==> src/rtl/uart_rx_pkg.sv <==
// Shared types and constants for the UART receiver: FSM state encoding,
// default timing parameters and ASCII byte values used around the BIOS link.
package uart_rx_pkg;

  localparam int unsigned CLKS_PER_BIT_DEF = 434;
  localparam int unsigned DATA_BITS_DEF    = 8;

  typedef enum logic [2:0] {
    ST_RX_IDLE,
    ST_RX_START,
    ST_RX_DATA,
    ST_RX_STOP,
    ST_RX_BREAK
  } uart_rx_state_t;

  localparam logic [7:0] ASCII_UC_A = 8'h41;
  localparam logic [7:0] ASCII_UC_R = 8'h52;
  localparam logic [7:0] ASCII_LC_B = 8'h62;
  localparam logic [7:0] ASCII_LC_N = 8'h6E;
  localparam logic [7:0] ASCII_LC_O = 8'h6F;
  localparam logic [7:0] ASCII_LC_P = 8'h70;
  localparam logic [7:0] ASCII_LC_R = 8'h72;
  localparam logic [7:0] ASCII_LC_W = 8'h77;

endpackage

==> src/rtl/uart_rx_if.sv <==
// Byte-stream valid/ready link from the UART receiver to its consumer.
interface uart_rx_if
  import uart_rx_pkg::*;
#(
  parameter int unsigned DATA_BITS = DATA_BITS_DEF
);

  logic [DATA_BITS-1:0] data;
  logic                 valid;
  logic                 ready;

  modport master (output data, output valid, input ready);
  modport slave  (input data, input valid, output ready);

endinterface

==> src/rtl/uart_rx_sync_2ff.sv <==
// Two-flop synchroniser for an asynchronous input pin, with a selectable
// reset value so idle-high and idle-low pins can share it.
module uart_rx_sync_2ff
  import uart_rx_pkg::*;
#(
  parameter logic RESET_VAL = 1'b1
) (
  input  logic clk,
  input  logic rst,
  input  logic d_i,
  output logic q_o
);

  logic meta_q;
  logic sync_q;

  always_ff @(posedge clk) begin
    if (!rst) begin
      meta_q <= RESET_VAL;
      sync_q <= RESET_VAL;
    end else begin
      meta_q <= d_i;
      sync_q <= meta_q;
    end
  end

  assign q_o = sync_q;

endmodule

==> src/rtl/uart_rx.sv <==
// 8N1 UART receiver: mid-bit sampling, one-entry holding register on a
// valid/ready link, framing-error and overrun pulses, break suppression.
module uart_rx
  import uart_rx_pkg::*;
#(
  parameter int unsigned CLKS_PER_BIT = CLKS_PER_BIT_DEF,
  parameter int unsigned DATA_BITS    = DATA_BITS_DEF
) (
  input  logic        clk,
  input  logic        rst,
  input  logic        clk_en,
  input  logic        i_rx,
  uart_rx_if.master   out_if,
  output logic        o_frame_err,
  output logic        o_overrun,
  output logic        o_busy
);

  localparam int unsigned CNT_W = $clog2(CLKS_PER_BIT);
  localparam int unsigned IDX_W = (DATA_BITS > 1) ? $clog2(DATA_BITS) : 1;

  localparam logic [CNT_W-1:0] HALF_LAST = CNT_W'(CLKS_PER_BIT / 2 - 1);
  localparam logic [CNT_W-1:0] BIT_LAST  = CNT_W'(CLKS_PER_BIT - 1);
  localparam logic [IDX_W-1:0] IDX_LAST  = IDX_W'(DATA_BITS - 1);

  uart_rx_state_t       state_q;
  logic [CNT_W-1:0]     cnt_q;
  logic [IDX_W-1:0]     idx_q;
  logic [DATA_BITS-1:0] shift_q;
  logic [DATA_BITS-1:0] data_q;
  logic                 valid_q;
  logic                 frame_err_q;
  logic                 overrun_q;
  logic                 rx_s;

  uart_rx_sync_2ff #(.RESET_VAL(1'b1)) u_sync (
    .clk (clk),
    .rst (rst),
    .d_i (i_rx),
    .q_o (rx_s)
  );

  // Receive FSM plus holding register; everything here advances only on clk_en.
  always_ff @(posedge clk) begin
    if (!rst) begin
      state_q     <= ST_RX_IDLE;
      cnt_q       <= '0;
      idx_q       <= '0;
      shift_q     <= '0;
      data_q      <= '0;
      valid_q     <= 1'b0;
      frame_err_q <= 1'b0;
      overrun_q   <= 1'b0;
    end else if (clk_en) begin
      frame_err_q <= 1'b0;
      overrun_q   <= 1'b0;
      if (valid_q && out_if.ready) begin
        valid_q <= 1'b0;
      end

      case (state_q)
        ST_RX_IDLE: begin
          if (!rx_s) begin
            state_q <= ST_RX_START;
            cnt_q   <= '0;
          end
        end

        ST_RX_START: begin
          if (cnt_q == HALF_LAST) begin
            cnt_q <= '0;
            idx_q <= '0;
            state_q <= rx_s ? ST_RX_IDLE : ST_RX_DATA;
          end else begin
            cnt_q <= cnt_q + 1'b1;
          end
        end

        ST_RX_DATA: begin
          if (cnt_q == BIT_LAST) begin
            cnt_q   <= '0;
            shift_q <= {rx_s, shift_q[DATA_BITS-1:1]};
            if (idx_q == IDX_LAST) begin
              state_q <= ST_RX_STOP;
            end else begin
              idx_q <= idx_q + 1'b1;
            end
          end else begin
            cnt_q <= cnt_q + 1'b1;
          end
        end

        ST_RX_STOP: begin
          if (cnt_q == BIT_LAST) begin
            cnt_q <= '0;
            if (rx_s) begin
              // A consume on this same cycle frees the slot for the new byte.
              if (!valid_q || out_if.ready) begin
                data_q  <= shift_q;
                valid_q <= 1'b1;
              end else begin
                overrun_q <= 1'b1;
              end
              state_q <= ST_RX_IDLE;
            end else begin
              frame_err_q <= 1'b1;
              state_q     <= ST_RX_BREAK;
            end
          end else begin
            cnt_q <= cnt_q + 1'b1;
          end
        end

        ST_RX_BREAK: begin
          if (rx_s) begin
            state_q <= ST_RX_IDLE;
          end
        end

        default: begin
          state_q <= ST_RX_IDLE;
        end
      endcase
    end
  end

  assign out_if.data  = data_q;
  assign out_if.valid = valid_q;
  assign o_frame_err  = frame_err_q;
  assign o_overrun    = overrun_q;
  assign o_busy       = (state_q != ST_RX_IDLE);

endmodule

==> src/flat_wrapper.sv <==
// flat-port wrapper written by rule: the top's interface ports become plain ports
module uart_rx_flat import uart_rx_pkg::*;
#(
  parameter int unsigned CLKS_PER_BIT = CLKS_PER_BIT_DEF,
  parameter int unsigned DATA_BITS    = DATA_BITS_DEF
)
  (clk, rst, clk_en, i_rx, o_frame_err, o_overrun, o_busy, out_if_data, out_if_valid, out_if_ready);
  uart_rx_if #(.DATA_BITS(DATA_BITS)) out_if_i ();
  input  logic clk;
  input  logic rst;
  input  logic clk_en;
  input  logic i_rx;
  output logic o_frame_err;
  output logic o_overrun;
  output logic o_busy;
  output wire logic [$bits(out_if_i.data)-1:0] out_if_data;
  output wire logic [$bits(out_if_i.valid)-1:0] out_if_valid;
  input wire logic [$bits(out_if_i.ready)-1:0] out_if_ready;
  assign out_if_data = out_if_i.data;
  assign out_if_valid = out_if_i.valid;
  assign out_if_i.ready = out_if_ready;
  uart_rx #(.CLKS_PER_BIT(CLKS_PER_BIT), .DATA_BITS(DATA_BITS)) u_core (.clk(clk), .rst(rst), .clk_en(clk_en), .i_rx(i_rx), .out_if(out_if_i), .o_frame_err(o_frame_err), .o_overrun(o_overrun), .o_busy(o_busy));
endmodule
==> config.mk <==
export PLATFORM = sky130hd
export DESIGN_NAME = uart_rx_flat
export DESIGN_NICKNAME = d
export VERILOG_FILES = /design/src/rtl/uart_rx_pkg.sv /design/src/rtl/uart_rx_if.sv /design/src/rtl/uart_rx_sync_2ff.sv /design/src/rtl/uart_rx.sv /design/src/flat_wrapper.sv
export SDC_FILE = /design/constraint.sdc
export NUM_CORES = 1
export LEC_CHECK = 0
export BUFFER_PORTS_ARGS = -buffer_cell sky130_fd_sc_hd__buf_2
export CORE_ASPECT_RATIO = 1.4
export CORE_MARGIN = 5
export CORE_UTILIZATION = 58
export CTS_CLUSTER_DIAMETER = 150
export DETAILED_ROUTE_END_ITERATION = 10
export GPL_ROUTABILITY_DRIVEN = 0
export GPL_TIMING_DRIVEN = 0
export PLACE_DENSITY = 0.77
export RECOVER_POWER = 100
export SLEW_MARGIN = 20
export SYNTH_ARGS = -nofsm -noshare
export SYNTH_HDL_FRONTEND = slang
export SYNTH_HIERARCHICAL = 1
export SYNTH_SLANG_ARGS = --single-unit
export TNS_END_PERCENT = 50
==> constraint.sdc <==
create_clock -name clk -period 1.9 [get_ports clk]
set_clock_uncertainty 0.15 [all_clocks]
set_input_delay 0.285 -clock clk [delete_from_list [all_inputs] [get_ports clk]]
set_output_delay 0.285 -clock clk [all_outputs]
set_load 0.005 [all_outputs]
# Yosys cells after proc, flatten, opt, wreduce, memory -nomap -nowiden
# Cells that the tools add are included.
[classes]
muxes = 29
n_eq_ne = 14
add_sub_neg = 2
n_reduce_logical = 13
[ops]
columns = ["op", "n"]
rows = [
  ["2-to-1 mux 3 bit", 10],
  ["2-to-1 mux 9 bit", 3],
  ["case mux 9 bit (3 select lines)", 1],
  ["case mux 3 bit (5 select lines)", 1],
  ["2-to-1 mux 1 bit", 12],
  ["AND reduction 5 bit", 2],
  ["adder 9 x 1 -> 9 bit, second input constant", 1],
  ["equality test 9 x 8 -> 1 bit, second input constant", 1],
  ["equality test 9 bit, second input constant", 1],
  ["!= test 2 x 1 -> 1 bit, second input constant", 4],
  ["AND reduction 7 bit", 1],
  ["equality test 3 x 2 -> 1 bit, second input constant", 2],
  ["equality test 3 bit, second input constant", 2],
  ["!= test 2 bit, second input constant", 3],
  ["case mux 3 bit (2 select lines)", 1],
  ["AND reduction 3 bit", 2],
  ["nonzero test 3 bit", 2],
  ["adder 3 x 1 -> 3 bit, second input constant", 1],
  ["equality test 3 x 1 -> 1 bit, second input constant", 1],
  ["zero test 3 bit", 1],
  ["2-to-1 mux 2 bit", 1],
  ["nonzero test 2 bit", 1],
  ["OR reduction 2 bit", 1],
  ["logical AND 1 bit", 1],
  ["2 further kinds", 2],
]
[totals]
output_inout_bits = 12
input_bits = 5
reg_bits = 36
word_cells = 68

# Logic depth before layout (Yosys ltp)
# Gate-level depths: netlist of run 1.
[logic_depth]
depth_word = 6
mapped_depth = 9
ltp_nobuf = 7

# Modules after synthesis
# Netlist of run 1, hierarchy kept.
[modules_own_cells]
columns = ["module", "area_each_um2", "n_inst", "cells_per_inst", "seq_area_each_um2"]
rows = [
  ["uart_rx", 1783.0, 1, 202, 680.7],
  ["uart_rx_sync_2ff", 52.6, 1, 4, 40.0],
]

# Least setup slack after synthesis of run 1
# No wires, ideal clock.
[synth_path]
path_kind = "reg2reg"
from = "register u_core.cnt_q[0]"
to = "register u_core.cnt_q[5]"
synth_period_minus_slack_ns = 1.771
t_arrival_ns = 1.546
setup_ns = 0.075
path_buffers = 0
stages_incl_launch_ff = 8
t_required_ns = 1.675
setup_slack_ns = 0.129
path_cell_list = "dfxtp_1 inv_1 ha_1 nor3b_2 a311oi_4 a21o_1 o211ai_1 a31oi_1"
[synth_via]
elab_chain_len = 3
elab_cells_between_ends = 6
cone_classes = "1 x add/sub; 2 x eq/ne; 3 x mux"
[synth_lines]
columns = ["element", "line_no", "source"]
rows = [
  ["start: declaration", "uart_rx.sv:27", "logic [CNT_W-1:0] cnt_q;"],
  ["start signal: assignment", "uart_rx.sv:75", "cnt_q <= cnt_q + 1'b1;"],
  ["start signal: assignment", "uart_rx.sv:89", "cnt_q <= cnt_q + 1'b1;"],
  ["start signal: assignment", "uart_rx.sv:110", "cnt_q <= cnt_q + 1'b1;"],
  ["adder 9 x 1 -> 9 bit, or another cell as far along", "uart_rx.sv:75, uart_rx.sv:89, uart_rx.sv:110", ""],
  ["2-to-1 mux 9 bit (on tied branches)", "uart_rx.sv:80, uart_rx.sv:94, uart_rx.sv:70", ""],
  ["case mux 9 bit (3 select lines) (*)", "uart_rx.sv:61", "case (state_q)"],
]
# Mark *: on every way between the ends. The rest lies on a longest branch, timed or not.
# A chain may end at the register's enable or synchronous reset.

# Worst setup path after layout of run 1
[layout_path]
from = "register u_core.cnt_q[1]"
to = "register u_core.state_q[1]"
[layout_via]
elab_chain_len = 3
elab_cells_between_ends = 6
cone_classes = "5 x eq/ne; 1 x reduce/logical"
[layout_lines]
columns = ["element", "line_no", "source"]
rows = [
  ["equality test 9 bit / equality test 9 x 8 -> 1 bit (equally long branches)", "uart_rx.sv:80, uart_rx.sv:94, uart_rx.sv:70", ""],
  ["!= test 2 x 1 -> 1 bit (no line)", "--", ""],
  ["AND reduction 7 bit (no line) (*)", "--", ""],
  ["end signal: assignment", "uart_rx.sv:73", "state_q <= rx_s ? ST_RX_IDLE : ST_RX_DATA;"],
  ["end: declaration", "uart_rx.sv:26", "uart_rx_state_t state_q;"],
]
# Marks and branches as above.

==> results of run 1 <==
-- cells by family (layout without fill, tap and decap cells) --
family / Yosys count / count (layout) / share of synthesized area
buffers and inverters: 15 / 47 / 0.04703
xor gates and xnor gates: 1 / 1 / 0.004773
DFF: 36 / 36 / 0.3926
and+or+nand+nor: 92 / 92 / 0.2781
AOI/OAI and AO/OA: 45 / 45 / 0.1772
muxes: 12 / 12 / 0.06612
adders and majority gates: 5 / 5 / 0.03408
-- registers in the layout, indices dropped and copies added, names as in the netlist --
name / count
u_core/idx_q: 3
u_core/out_if.valid: 1
u_core/cnt_q: 9
u_core/o_frame_err: 1
u_core/out_if.data: 8
u_core/state_q: 3
u_core/o_overrun: 1
u_core/u_sync/meta_q: 1
u_core/shift_q: 8
u_core/u_sync/q_o: 1
-- stage by stage --
| step | setup slack [ns] | hold slack, ns |
|---|---|---|
| finish | -0.006416 | 0.02697 |
| CTS | -0.003034 | 0.02182 |
| detailed placement | -0.1432 | 0.2530 |
| global placement | -0.06075 | 0.2391 |
| floorplan | 0.1291 | 0.2080 |
| global route | -0.08976 | 0.04636 |
-- worst max-delay path, cell delays in order (launching register included) --
cell and delay, ns:
dfxtp_2 0.34, inv_4 0.08, ha_4 0.13, nor3b_4 0.24
a311oi_4 0.13, buf_4 0.17, or4_1 0.49, o21ai_2 0.13
-- where the power goes --
group / internal, W / total (W) / switching (W)
Combinational: 0.0000464 / 0.000115 / 0.0000685
Clock: 0.000295 / 0.000571 / 0.000276
Sequential: 0.000758 / 0.000762 / 0.00000455
Total: 0.00110 / 0.00145 / 0.000349
-- worst paths after layout --
path,endpoint,startpoint,depth (start not counted)
setup / recovery,u_core/state_q[1]$_SDFFE_PN0P_,u_core/cnt_q[1]$_SDFFE_PN0P_,7
hold / removal,u_core/u_sync/meta_q$_SDFF_PN1_,i_rx,2
setup reg to reg,u_core/state_q[1]$_SDFFE_PN0P_,u_core/cnt_q[1]$_SDFFE_PN0P_,7
hold reg to reg,u_core/u_sync/q_o$_SDFF_PN1_,u_core/u_sync/meta_q$_SDFF_PN1_,1
-- area by class of cell --
class | count | area (sq um) | share of cell area
multi-input combinational | 155 | 1111 | 0.5017
inverter | 5 | 23.77 | 0.01073
buffer | 10 | 75.07 | 0.03390
tap | 39 | 48.80 | 0.02203
sequential | 36 | 728.2 | 0.3288
timing repair buffer | 24 | 133.9 | 0.06045
clock inverter | 1 | 7.507 | 0.003390
clock buffer | 7 | 86.33 | 0.03898
-- layer usage --
metal,vias to the layer above,GRT usage,share of wire
met4,0,0.09513,0.025
met2,36,0.3360,0.54
met1,800,0.2052,0.41
met3,12,0.04576,0.028
met5,-,0,0
li1,800,-,-
-- what timing repair did --
action,4_1_cts,5_1_grt
setup buffers,2,7
resized for setup,5,22
endpoints found under the setup margin,11,28
hold buffers,0,0
pin swaps,3,11
-- layout by cell type (no fill, tap or decap), types with 3 or more instances in the layout --
| cell type | n |
|---|---|
| a21o_1 | 3 |
| a21oi_1 | 7 |
| a31oi_1 | 7 |
| buf_2 | 10 |
| buf_4 | 11 |
| clkbuf_1 | 10 |
| clkbuf_8 | 6 |
| dfxtp_1 | 32 |
| dfxtp_2 | 3 |
| mux2i_1 | 11 |
| nand2_1 | 21 |
| nand2b_1 | 8 |
| nand3_1 | 16 |
| nor2_1 | 16 |
| nor2_2 | 3 |
| o21a_1 | 3 |
| o21ai_1 | 11 |
| or3_1 | 3 |
| or4_1 | 3 |
==> flow_results.xml, run 1 <==
<?xml version="1.0" encoding="UTF-8"?>
<metrics>
  <group name="worst_setup_path">
    <metric name="worstPathMaxFanout" unit="">3</metric>
    <metric name="worst-endpoint-arrival" unit="ns">1.99</metric>
    <metric name="cp_data_required_time" unit="ns">1.98</metric>
    <metric name="timing_worst_setup_path_type" unit="">register to register</metric>
    <metric name="ff2ff_setup_slack" unit="ns">-0.006</metric>
    <metric name="worst_setup_path_start_kind" unit="">register</metric>
    <metric name="setup.worst_path.end_class" unit="">register</metric>
  </group>
  <group name="final_layout">
    <metric name="fill_cells" unit="">247</metric>
    <metric name="synthToLayoutAreaGrowth" unit="%">20.65</metric>
    <metric name="layout-drive-gt1-share" unit="">0.2563</metric>
    <metric name="fin_area" unit="sq um">2215</metric>
    <metric name="fin_nets" unit="">247</metric>
    <metric name="final_util" unit="">0.7160</metric>
    <metric name="antennaDiodeCount" unit="">0</metric>
    <metric name="instances_no_fill" unit="">277</metric>
  </group>
  <group name="clocking">
    <metric name="clk-insertion-delay-late" unit="ns">0.29</metric>
    <metric name="cts_sinks" unit="">36</metric>
    <metric name="cts.clk_slew.worst_paths" unit="ns">0.08</metric>
    <metric name="ctsLongestPathBuffers" unit="">2</metric>
    <metric name="tritoncts" unit="">yes</metric>
    <metric name="tritoncts.num_buffers" unit="">5</metric>
    <metric name="h-tree-depth" unit="">2</metric>
    <metric name="root_buffer" unit="">clkbuf_8</metric>
  </group>
  <group name="timing">
    <metric name="worst_slew_margin_rel" unit="">0.6622</metric>
    <metric name="timing.final.max_slew_violations" unit="">0</metric>
    <metric name="timing.fmax" unit="MHz">524.5</metric>
    <metric name="setup_viol_count_final" unit="">1</metric>
    <metric name="final_min_period_over_clock_period" unit="">1.003</metric>
    <metric name="min_period" unit="ns">1.906</metric>
    <metric name="rsz0062_at_grt" unit="">yes</metric>
    <metric name="tightest_slew" unit="ns">0.5067</metric>
    <metric name="final-hold-violation-count" unit="">0</metric>
    <metric name="timing.final.ws_setup" unit="ns">-0.006416</metric>
    <metric name="timing.setup.tns" unit="ns">-0.006416</metric>
  </group>
  <group name="global_routing">
    <metric name="grt_start_max_net_pins" unit="">12</metric>
    <metric name="global_route_usage_over_all_layers" unit="">0.1910</metric>
    <metric name="grt_first_pass_wirelength" unit="mm">6.665</metric>
    <metric name="initial_antenna_violation_count" unit="">0</metric>
    <metric name="grt_pass1_vias" unit="">1526</metric>
    <metric name="grt.overflow.total" unit="">0</metric>
  </group>
  <group name="drt">
    <metric name="route.antenna.remaining_nets" unit="">0</metric>
    <metric name="drc_errors" unit="">0</metric>
    <metric name="drt-initial-drc-count" unit="">57</metric>
    <metric name="wire_per_inst" unit="um">15.63</metric>
    <metric name="firstDrtPassIters" unit="">4</metric>
    <metric name="detailed_route_via_count" unit="">1648</metric>
    <metric name="route.detailed.vias_per_inst" unit="">5.949</metric>
    <metric name="postRouteWirelength" unit="mm">4.329</metric>
  </group>
  <group name="yosys">
    <metric name="synth.yosys.seq_area_share" unit="">0.3926</metric>
    <metric name="synth_area" unit="sq um">1836</metric>
    <metric name="syn_avg_cell_area" unit="sq um">8.910</metric>
    <metric name="synth_warnings" unit="">6</metric>
    <metric name="netlist_top_cells_area" unit="">dfxtp_1 39%, mux2i_1 6.0%, nand3_1 4.4%</metric>
    <metric name="synth_top_area_cell" unit="">dfxtp_1</metric>
    <metric name="synth.lib_cells_used.distinct" unit="">48</metric>
    <metric name="ys_dominant_reg_cell" unit="">dfxtp_1</metric>
    <metric name="synth_top_cells_by_count" unit="">36 x dfxtp_1, 21 x nand2_1, 19 x nor2_1</metric>
    <metric name="area_share_of_the_largest_cell_type_after_synthesis" unit="">0.3926</metric>
    <metric name="number_of_register_bits_inferred_by_synthesis" unit="">36</metric>
    <metric name="post_synth_edffs" unit="">0</metric>
    <metric name="syn_nets" unit="">216</metric>
    <metric name="synthMostInstantiatedCell" unit="">dfxtp_1</metric>
    <metric name="postSynthCellCount" unit="">206</metric>
    <metric name="synth_async_sr_flop_share" unit="">0</metric>
  </group>
  <group name="die">
    <metric name="initial_utilization" unit="">0.5934</metric>
    <metric name="die_height" unit="um">76.56</metric>
    <metric name="die-area" unit="sq um">4406</metric>
    <metric name="io_pins" unit="">17</metric>
    <metric name="die_w" unit="um">57.55</metric>
    <metric name="coreArea" unit="sq um">3093</metric>
    <metric name="std_cell_rows" unit="">24</metric>
  </group>
  <group name="placement">
    <metric name="cell_count_post_placement" unit="">260</metric>
    <metric name="dpl.hpwl" unit="mm">3.026</metric>
    <metric name="port_buffers" unit="">15</metric>
    <metric name="placed_cell_area" unit="sq um">1959</metric>
  </group>
  <group name="pwr">
    <metric name="totalPowerFinal" unit="W">0.001448</metric>
    <metric name="vdd.ir_drop.worst" unit="mV">0.5673</metric>
    <metric name="p_leak" unit="nW">0.8714</metric>
    <metric name="cellPowerDensity" unit="nW/um^2">654.0</metric>
  </group>
  <group name="run_status">
    <metric name="run_status" unit="">finished, violations left</metric>
    <metric name="violations_in_the_final_reports" unit="">negative setup slack</metric>
  </group>
  <group name="min_path">
    <metric name="hold_class" unit="">primary input to register</metric>
  </group>
  <group name="run">
    <metric name="drv.max_cap_violation_count" unit="">0</metric>
  </group>
</metrics>
Note: power is estimated with default switching activity, not from simulation.
==> inputs of run 2 (changes only) <==
--- a/config.mk
+++ b/config.mk
@@ -8,12 +8,12 @@
 export BUFFER_PORTS_ARGS = -buffer_cell sky130_fd_sc_hd__buf_2
 export CORE_ASPECT_RATIO = 1.4
 export CORE_MARGIN = 5
-export CORE_UTILIZATION = 58
+export CORE_UTILIZATION = 55
 export CTS_CLUSTER_DIAMETER = 150
 export DETAILED_ROUTE_END_ITERATION = 10
 export GPL_ROUTABILITY_DRIVEN = 0
 export GPL_TIMING_DRIVEN = 0
-export PLACE_DENSITY = 0.77
+export PLACE_DENSITY = 0.74
 export RECOVER_POWER = 100
 export SLEW_MARGIN = 20
 export SYNTH_ARGS = -nofsm -noshare
==> flow_results.xml, run 2 (synthesis gave the netlist of run 1 again) <==
<?xml version="1.0" encoding="UTF-8"?>
<metrics>
  <group name="die">
    <metric name="die_height" unit="um">78.35</metric>
    <metric name="die_w" unit="um">58.83</metric>
    <metric name="initial_utilization" unit="">0.5767</metric>
    <metric name="coreArea" unit="sq um">3183</metric>
    <metric name="io_pins" unit="">17</metric>
    <metric name="die-area" unit="sq um">4609</metric>
    <metric name="std_cell_rows" unit="">24</metric>
  </group>
  <group name="drt">
    <metric name="firstDrtPassIters" unit="">4</metric>
    <metric name="drt-initial-drc-count" unit="">95</metric>
    <metric name="route.detailed.vias_per_inst" unit="">5.849</metric>
    <metric name="drc_errors" unit="">0</metric>
    <metric name="detailed_route_via_count" unit="">1626</metric>
    <metric name="wire_per_inst" unit="um">15.83</metric>
    <metric name="postRouteWirelength" unit="mm">4.401</metric>
    <metric name="route.antenna.remaining_nets" unit="">0</metric>
  </group>
  <group name="timing">
    <metric name="timing.fmax" unit="MHz">523.5</metric>
    <metric name="setup_viol_count_final" unit="">1</metric>
    <metric name="final_min_period_over_clock_period" unit="">1.005</metric>
    <metric name="timing.final.ws_setup" unit="ns">-0.01007</metric>
    <metric name="rsz0062_at_grt" unit="">yes</metric>
    <metric name="min_period" unit="ns">1.910</metric>
    <metric name="hold-worst-slack" unit="ns">0.02868</metric>
    <metric name="timing.final.max_slew_violations" unit="">0</metric>
    <metric name="tightest_slew" unit="ns">0.4878</metric>
    <metric name="worst_slew_margin_rel" unit="">0.6748</metric>
    <metric name="final-hold-violation-count" unit="">0</metric>
  </group>
  <group name="global_routing">
    <metric name="grt.overflow.total" unit="">0</metric>
    <metric name="grt_start_max_net_pins" unit="">12</metric>
    <metric name="grt_first_pass_wirelength" unit="mm">7.369</metric>
    <metric name="global_route_usage_over_all_layers" unit="">0.2036</metric>
    <metric name="initial_antenna_violation_count" unit="">0</metric>
    <metric name="grt_pass1_vias" unit="">1625</metric>
  </group>
  <group name="run">
    <metric name="drv.max_cap_violation_count" unit="">0</metric>
  </group>
  <group name="placement">
    <metric name="placed_cell_area" unit="sq um">1959</metric>
    <metric name="detailedPlace.worstSlack" unit="ns">-0.1460</metric>
    <metric name="cell_count_post_placement" unit="">260</metric>
    <metric name="dpl.hpwl" unit="mm">3.000</metric>
    <metric name="port_buffers" unit="">15</metric>
  </group>
  <group name="pwr">
    <metric name="p_leak" unit="nW">0.8905</metric>
    <metric name="cellPowerDensity" unit="nW/um^2">635.1</metric>
    <metric name="vdd.ir_drop.worst" unit="mV">0.5464</metric>
  </group>
  <group name="worst_setup_path">
    <metric name="timing_worst_setup_path_type" unit="">register to register</metric>
    <metric name="cp_data_required_time" unit="ns">1.93</metric>
    <metric name="worst_setup_path_start_kind" unit="">register</metric>
    <metric name="setup.worst_path.end_class" unit="">register</metric>
    <metric name="worst_r2r_endpoint" unit="">u_core/idx_q[0]$_SDFFE_PN0P_</metric>
    <metric name="worstPathMaxFanout" unit="">6</metric>
    <metric name="r2r_cells" unit="">9</metric>
    <metric name="critical_path.reg2reg.startpoint" unit="">u_core/cnt_q[1]$_SDFFE_PN0P_</metric>
    <metric name="cp_cell_sequence" unit="">inv_4, ha_4, nor3b_4, a311oi_4, buf_4, a2111oi_4, buf_4, nand4b_1, o21ai_1</metric>
    <metric name="crit_path_frequent_cell" unit="">buf_4</metric>
    <metric name="cp_slowest_cell" unit="">a311oi_4</metric>
    <metric name="worst-endpoint-arrival" unit="ns">1.94</metric>
    <metric name="ff2ff_setup_slack" unit="ns">-0.01</metric>
    <metric name="cpPeakStageDelay" unit="ns">0.39</metric>
    <metric name="crit_start" unit="">u_core/cnt_q[1]$_SDFFE_PN0P_</metric>
  </group>
  <group name="clocking">
    <metric name="tritoncts.num_buffers" unit="">5</metric>
    <metric name="clk-insertion-delay-late" unit="ns">0.29</metric>
    <metric name="ctsLongestPathBuffers" unit="">2</metric>
    <metric name="root_buffer" unit="">clkbuf_8</metric>
    <metric name="tritoncts" unit="">yes</metric>
    <metric name="cts.clk_slew.worst_paths" unit="ns">0.07</metric>
    <metric name="h-tree-depth" unit="">2</metric>
    <metric name="cts_sinks" unit="">36</metric>
    <metric name="ctsHoldBuffers" unit="">0</metric>
  </group>
  <group name="min_path">
    <metric name="hold_path_depth" unit="">2</metric>
    <metric name="hp-start" unit="">i_rx</metric>
    <metric name="hold_class" unit="">primary input to register</metric>
    <metric name="hold_path_end" unit="">u_core/u_sync/meta_q$_SDFF_PN1_</metric>
  </group>
  <group name="final_layout">
    <metric name="commonest_non_fill_non_tap_cell_in_the_layout" unit="">dfxtp_1</metric>
    <metric name="layout.cells.most_common_list" unit="">34 x dfxtp_1, 20 x nand2_1, 17 x nor2_1</metric>
    <metric name="registers.top_by_ff_count" unit="">u_core/cnt_q</metric>
    <metric name="final_util" unit="">0.6922</metric>
    <metric name="fin_nets" unit="">249</metric>
    <metric name="flip_flop_count_of_the_largest_register_after_layout" unit="">9</metric>
    <metric name="fin_area" unit="sq um">2203</metric>
    <metric name="instances_no_fill" unit="">278</metric>
    <metric name="synthToLayoutAreaGrowth" unit="%">20.04</metric>
    <metric name="antennaDiodeCount" unit="">0</metric>
    <metric name="layout-drive-gt1-share" unit="">0.2469</metric>
  </group>
  <group name="run_status">
    <metric name="violations_in_the_final_reports" unit="">negative setup slack</metric>
    <metric name="run_status" unit="">finished, violations left</metric>
  </group>
</metrics>
==> run 2: changes by cell type in the layout (fill, tap and decap cells not counted), sizes merged <==
cell and delta:
buf +3, clkbuf -3, clkinv +1
==> run 2: per-layer routing <==
metal / wire length [um] / vias up / track usage
li1: - / 798 / -
met4: 72 / 0 / 0.06576
met5: 0 / - / 0
met2: 2344 / 55 / 0.3794
met3: 234 / 9 / 0.03612
met1: 1750 / 764 / 0.2249
==> run 2: worst max-delay path by stage <==
| stage | endpoint | slack, ns | depth (start not counted) |
|---|---|---|---|
| final | u_core/idx_q[0]$_SDFFE_PN0P_ | -0.01 | 9 |
| after global placement | u_core/state_q[2]$_SDFFE_PN0P_ | -0.07 | 7 |
| after CTS | u_core/out_if.data[6]$_SDFFE_PN0P_ | -0.006 | 9 |
| after detailed placement | u_core/cnt_q[5]$_SDFFE_PN0P_ | -0.15 | 7 |
| after global routing | u_core/cnt_q[5]$_SDFFE_PN0P_ | -0.11 | 6 |
| after floorplan | u_core/cnt_q[5]$_SDFFE_PN0P_ | 0.13 | 7 |
==> run 2: timing repair <==
action,4_1_cts,5_1_grt
gates cloned,0,1
gates resized for setup,9,10
endpoints found under the hold margin,0,0
endpoints found under the setup margin,14,30
setup buffers,4,7
pin swaps,4,9
==> run 2: area by class of cell <==
| class | instances | area [sq um] |
|---|---|---|
| inverter | 5 | 21.27 |
| timing repair buffer | 26 | 168.9 |
| multi-input combinational | 155 | 1085 |
| clock inverter | 2 | 12.51 |
| tap | 39 | 48.80 |
| clock buffer | 5 | 68.82 |
| fill | 262 | 979.7 |
| buffer | 10 | 75.07 |
| sequential | 36 | 723.2 |
==> run 2: report_power, final <==
group | switching, W | internal, W
clock network | 0.000275 | 0.000248
logic | 0.0000685 | 0.0000448
registers | 0.00000367 | 0.000759
==> run 2: worst max-delay path: cells and delay by family (launching register included) <==
family / cells / cell delay, ns
AOI/OAI and AO/OA: 3 / 0.49
buffers and inverters: 3 / 0.41
DFF: 1 / 0.37
and+or+nand+nor: 2 / 0.24
adders and majority gates: 1 / 0.15
==> run 2: stage by stage <==
stage               total power, W  setup TNS [ns]
floorplan                0.0008469               0
global placement         0.0008709         -0.1826
detailed placement       0.0008735         -0.6713
CTS                       0.001400       -0.005968
global route              0.001444         -0.4479
finish                    0.001399        -0.01007
==> inputs of run 3 (changes only) <==
--- a/config.mk
+++ b/config.mk
@@ -10,11 +10,13 @@
 export CORE_MARGIN = 5
 export CORE_UTILIZATION = 55
 export CTS_CLUSTER_DIAMETER = 150
+export CTS_CLUSTER_SIZE = 20
 export DETAILED_ROUTE_END_ITERATION = 10
 export GPL_ROUTABILITY_DRIVEN = 0
 export GPL_TIMING_DRIVEN = 0
 export PLACE_DENSITY = 0.74
 export RECOVER_POWER = 100
+export REMOVE_ABC_BUFFERS = 1
 export SLEW_MARGIN = 20
 export SYNTH_ARGS = -nofsm -noshare
 export SYNTH_HDL_FRONTEND = slang
==> flow_results.xml, run 3 (synthesis gave the netlist of run 1 again) <==
<?xml version="1.0" encoding="UTF-8"?>
<metrics>
  <group name="global_routing">
    <metric name="grt_start_max_net_pins" unit="">34</metric>
    <metric name="grt_first_pass_wirelength" unit="mm">6.672</metric>
    <metric name="grt_pass1_vias" unit="">1547</metric>
    <metric name="global_route_usage_over_all_layers" unit="">0.1818</metric>
    <metric name="grt.overflow.total" unit="">0</metric>
    <metric name="initial_antenna_violation_count" unit="">0</metric>
  </group>
  <group name="clocking">
    <metric name="root_buffer" unit="">clkbuf_8</metric>
    <metric name="h-tree-depth" unit="">2</metric>
    <metric name="tritoncts.num_buffers" unit="">5</metric>
    <metric name="ctsLongestPathBuffers" unit="">2</metric>
    <metric name="cts_sinks" unit="">36</metric>
    <metric name="clk-insertion-delay-late" unit="ns">0.28</metric>
    <metric name="cts.clk_slew.worst_paths" unit="ns">0.07</metric>
    <metric name="tritoncts" unit="">yes</metric>
  </group>
  <group name="worst_setup_path">
    <metric name="r2r_cells" unit="">7</metric>
    <metric name="critical_path.n_buffers_inverters" unit="">1</metric>
    <metric name="worst-endpoint-arrival" unit="ns">1.99</metric>
    <metric name="ff2ff_setup_slack" unit="ns">-0.03</metric>
    <metric name="gate_family_responsible_for_the_most_delay_along_the_worst_path" unit="">compound AO/OA/AOI/OAI gates</metric>
    <metric name="worst_r2r_endpoint" unit="">u_core/cnt_q[5]$_SDFFE_PN0P_</metric>
    <metric name="worstPathMaxFanout" unit="">4</metric>
    <metric name="timing_worst_setup_path_type" unit="">register to register</metric>
    <metric name="cp_data_required_time" unit="ns">1.96</metric>
    <metric name="worst_setup_path_start_kind" unit="">register</metric>
    <metric name="cp_cell_sequence" unit="">inv_2, ha_4, nor3b_4, a311oi_4, a21o_1, o211ai_1, a31oi_1</metric>
    <metric name="setup.worst_path.end_class" unit="">register</metric>
    <metric name="cp_slowest_cell" unit="">a311oi_4</metric>
    <metric name="critical_path.reg2reg.startpoint" unit="">u_core/cnt_q[0]$_SDFFE_PN0P_</metric>
    <metric name="cpPeakStageDelay" unit="ns">0.44</metric>
  </group>
  <group name="timing">
    <metric name="rsz0062_at_grt" unit="">yes</metric>
    <metric name="final_min_period_over_clock_period" unit="">1.017</metric>
    <metric name="min_period" unit="ns">1.933</metric>
    <metric name="timing.final.max_slew_violations" unit="">0</metric>
    <metric name="hold-worst-slack" unit="ns">0.02839</metric>
    <metric name="worst_slew_margin_rel" unit="">0.7071</metric>
    <metric name="setup_viol_count_final" unit="">2</metric>
    <metric name="timing.final.ws_setup" unit="ns">-0.03287</metric>
    <metric name="final-hold-violation-count" unit="">0</metric>
    <metric name="timing.fmax" unit="MHz">517.4</metric>
    <metric name="tightest_slew" unit="ns">0.4394</metric>
  </group>
  <group name="min_path">
    <metric name="hp-start" unit="">i_rx</metric>
    <metric name="hold_class" unit="">primary input to register</metric>
    <metric name="hold_path_end" unit="">u_core/u_sync/meta_q$_SDFF_PN1_</metric>
    <metric name="hold_path_depth" unit="">2</metric>
  </group>
  <group name="die">
    <metric name="die-area" unit="sq um">4609</metric>
    <metric name="coreArea" unit="sq um">3183</metric>
    <metric name="std_cell_rows" unit="">24</metric>
    <metric name="die_height" unit="um">78.35</metric>
    <metric name="initial_utilization" unit="">0.5767</metric>
    <metric name="die_w" unit="um">58.83</metric>
    <metric name="io_pins" unit="">17</metric>
  </group>
  <group name="placement">
    <metric name="dpl.hpwl" unit="mm">2.677</metric>
    <metric name="port_buffers" unit="">16</metric>
  </group>
  <group name="drt">
    <metric name="drt-initial-drc-count" unit="">85</metric>
    <metric name="drc_errors" unit="">0</metric>
    <metric name="route.detailed.vias_per_inst" unit="">6.086</metric>
    <metric name="postRouteWirelength" unit="mm">4.029</metric>
    <metric name="firstDrtPassIters" unit="">4</metric>
    <metric name="route.antenna.remaining_nets" unit="">0</metric>
    <metric name="detailed_route_via_count" unit="">1619</metric>
    <metric name="wire_per_inst" unit="um">15.15</metric>
  </group>
  <group name="final_layout">
    <metric name="flip_flop_count_of_the_largest_register_after_layout" unit="">9</metric>
    <metric name="commonest_non_fill_non_tap_cell_in_the_layout" unit="">dfxtp_1</metric>
    <metric name="layout-drive-gt1-share" unit="">0.2599</metric>
    <metric name="layout.cells.most_common_list" unit="">31 x dfxtp_1, 21 x nand2_1, 16 x nand3_1, 16 x nor2_1, 15 x buf_2</metric>
    <metric name="synthToLayoutAreaGrowth" unit="%">14.86</metric>
    <metric name="final_util" unit="">0.6623</metric>
    <metric name="fin_nets" unit="">236</metric>
    <metric name="registers.top_by_ff_count" unit="">u_core/cnt_q</metric>
    <metric name="antennaDiodeCount" unit="">0</metric>
  </group>
  <group name="pwr">
    <metric name="cellPowerDensity" unit="nW/um^2">663.4</metric>
    <metric name="vdd.ir_drop.worst" unit="mV">0.7347</metric>
    <metric name="p_leak" unit="nW">0.8530</metric>
  </group>
  <group name="run_status">
    <metric name="run_status" unit="">finished, violations left</metric>
    <metric name="violations_in_the_final_reports" unit="">negative setup slack</metric>
  </group>
  <group name="run">
    <metric name="drv.max_cap_violation_count" unit="">0</metric>
  </group>
</metrics>
[run 3: cell types whose count changed in the layout (fill, tap and decap cells not counted), moves of 2 or more]
| cell | change |
|---|---|
| buf_6 | -2 |
| dfxtp_1 | -3 |
| buf_2 | +3 |
| dfxtp_2 | +3 |
| buf_4 | -5 |
| clkbuf_1 | -6 |
[run 3: final cells by class]
class / instances / area (sq um)
multi-input combinational: 155 / 1089
fill: 280 / 1075
sequential: 36 / 726.9
timing repair buffer: 23 / 135.1
clock buffer: 6 / 72.57
tap: 39 / 48.80
inverter: 5 / 20.02
clock inverter: 2 / 16.27
[run 3: worst max path at each step]
| stage | depth (start not counted) | endpoint | startpoint |
|---|---|---|---|
| 2_1_floorplan | 7 | u_core/cnt_q[5]$_SDFFE_PN0P_ | u_core/cnt_q[0]$_SDFFE_PN0P_ |
| 3_3_place_gp | 4 | u_core/state_q[1]$_SDFFE_PN0P_ | rst |
| 3_5_place_dp | 4 | u_core/state_q[1]$_SDFFE_PN0P_ | rst |
| 4_1_cts | 7 | u_core/cnt_q[5]$_SDFFE_PN0P_ | u_core/cnt_q[0]$_SDFFE_PN0P_ |
| 5_1_grt | 7 | u_core/cnt_q[5]$_SDFFE_PN0P_ | u_core/cnt_q[0]$_SDFFE_PN0P_ |
| 6_report | 7 | u_core/cnt_q[5]$_SDFFE_PN0P_ | u_core/cnt_q[0]$_SDFFE_PN0P_ |
[run 3: stage by stage]
step / std cells / setup TNS, ns / setup slack (ns) / power (W) / cell area (sq um)
6_report: 266 / -0.04501 / -0.03287 / 0.001399 / 2108
5_1_grt: 266 / -0.5000 / -0.08937 / 0.001470 / 2108
4_1_cts: 263 / 0 / 0.001674 / 0.001409 / 2051
3_5_place_dp: 251 / -4.090 / -0.4801 / 0.0008662 / 1897
3_3_place_gp: 251 / -2.300 / -0.4736 / 0.0008636 / 1897
2_1_floorplan: 196 / 0 / 0.1240 / 0.0008334 / 1768
[run 3: report_power, final]
part	internal, W	total [W]	switching, W
registers	0.000759	0.000768	0.00000877
logic	0.0000407	0.000103	0.0000618
clock network	0.000260	0.000528	0.000268
total	0.00106	0.00140	0.000338
[run 3: worst reg2reg max path, cell delays in order, from the launching register on]
cell and delay (ns):
dfxtp_2 0.35, inv_2 0.06, ha_4 0.15, nor3b_4 0.16, a311oi_4 0.45, a21o_1 0.25
o211ai_1 0.12, a31oi_1 0.18
[run 3: per-layer routing]
metal / vias up / track usage / share of wire
met1: 779 / 0.2067 / 0.40
met4: 0 / 0.1134 / 0.025
met5: - / 0 / 0
li1: 778 / - / -
met3: 13 / 0.04926 / 0.048
met2: 49 / 0.2942 / 0.52
[run 3: timing repair]
action,4_1_cts,5_1_grt
pin swaps,3,10
resized for setup,12,12
hold buffers,0,0
setup endpoints to repair,28,24
buffers inserted,4,3
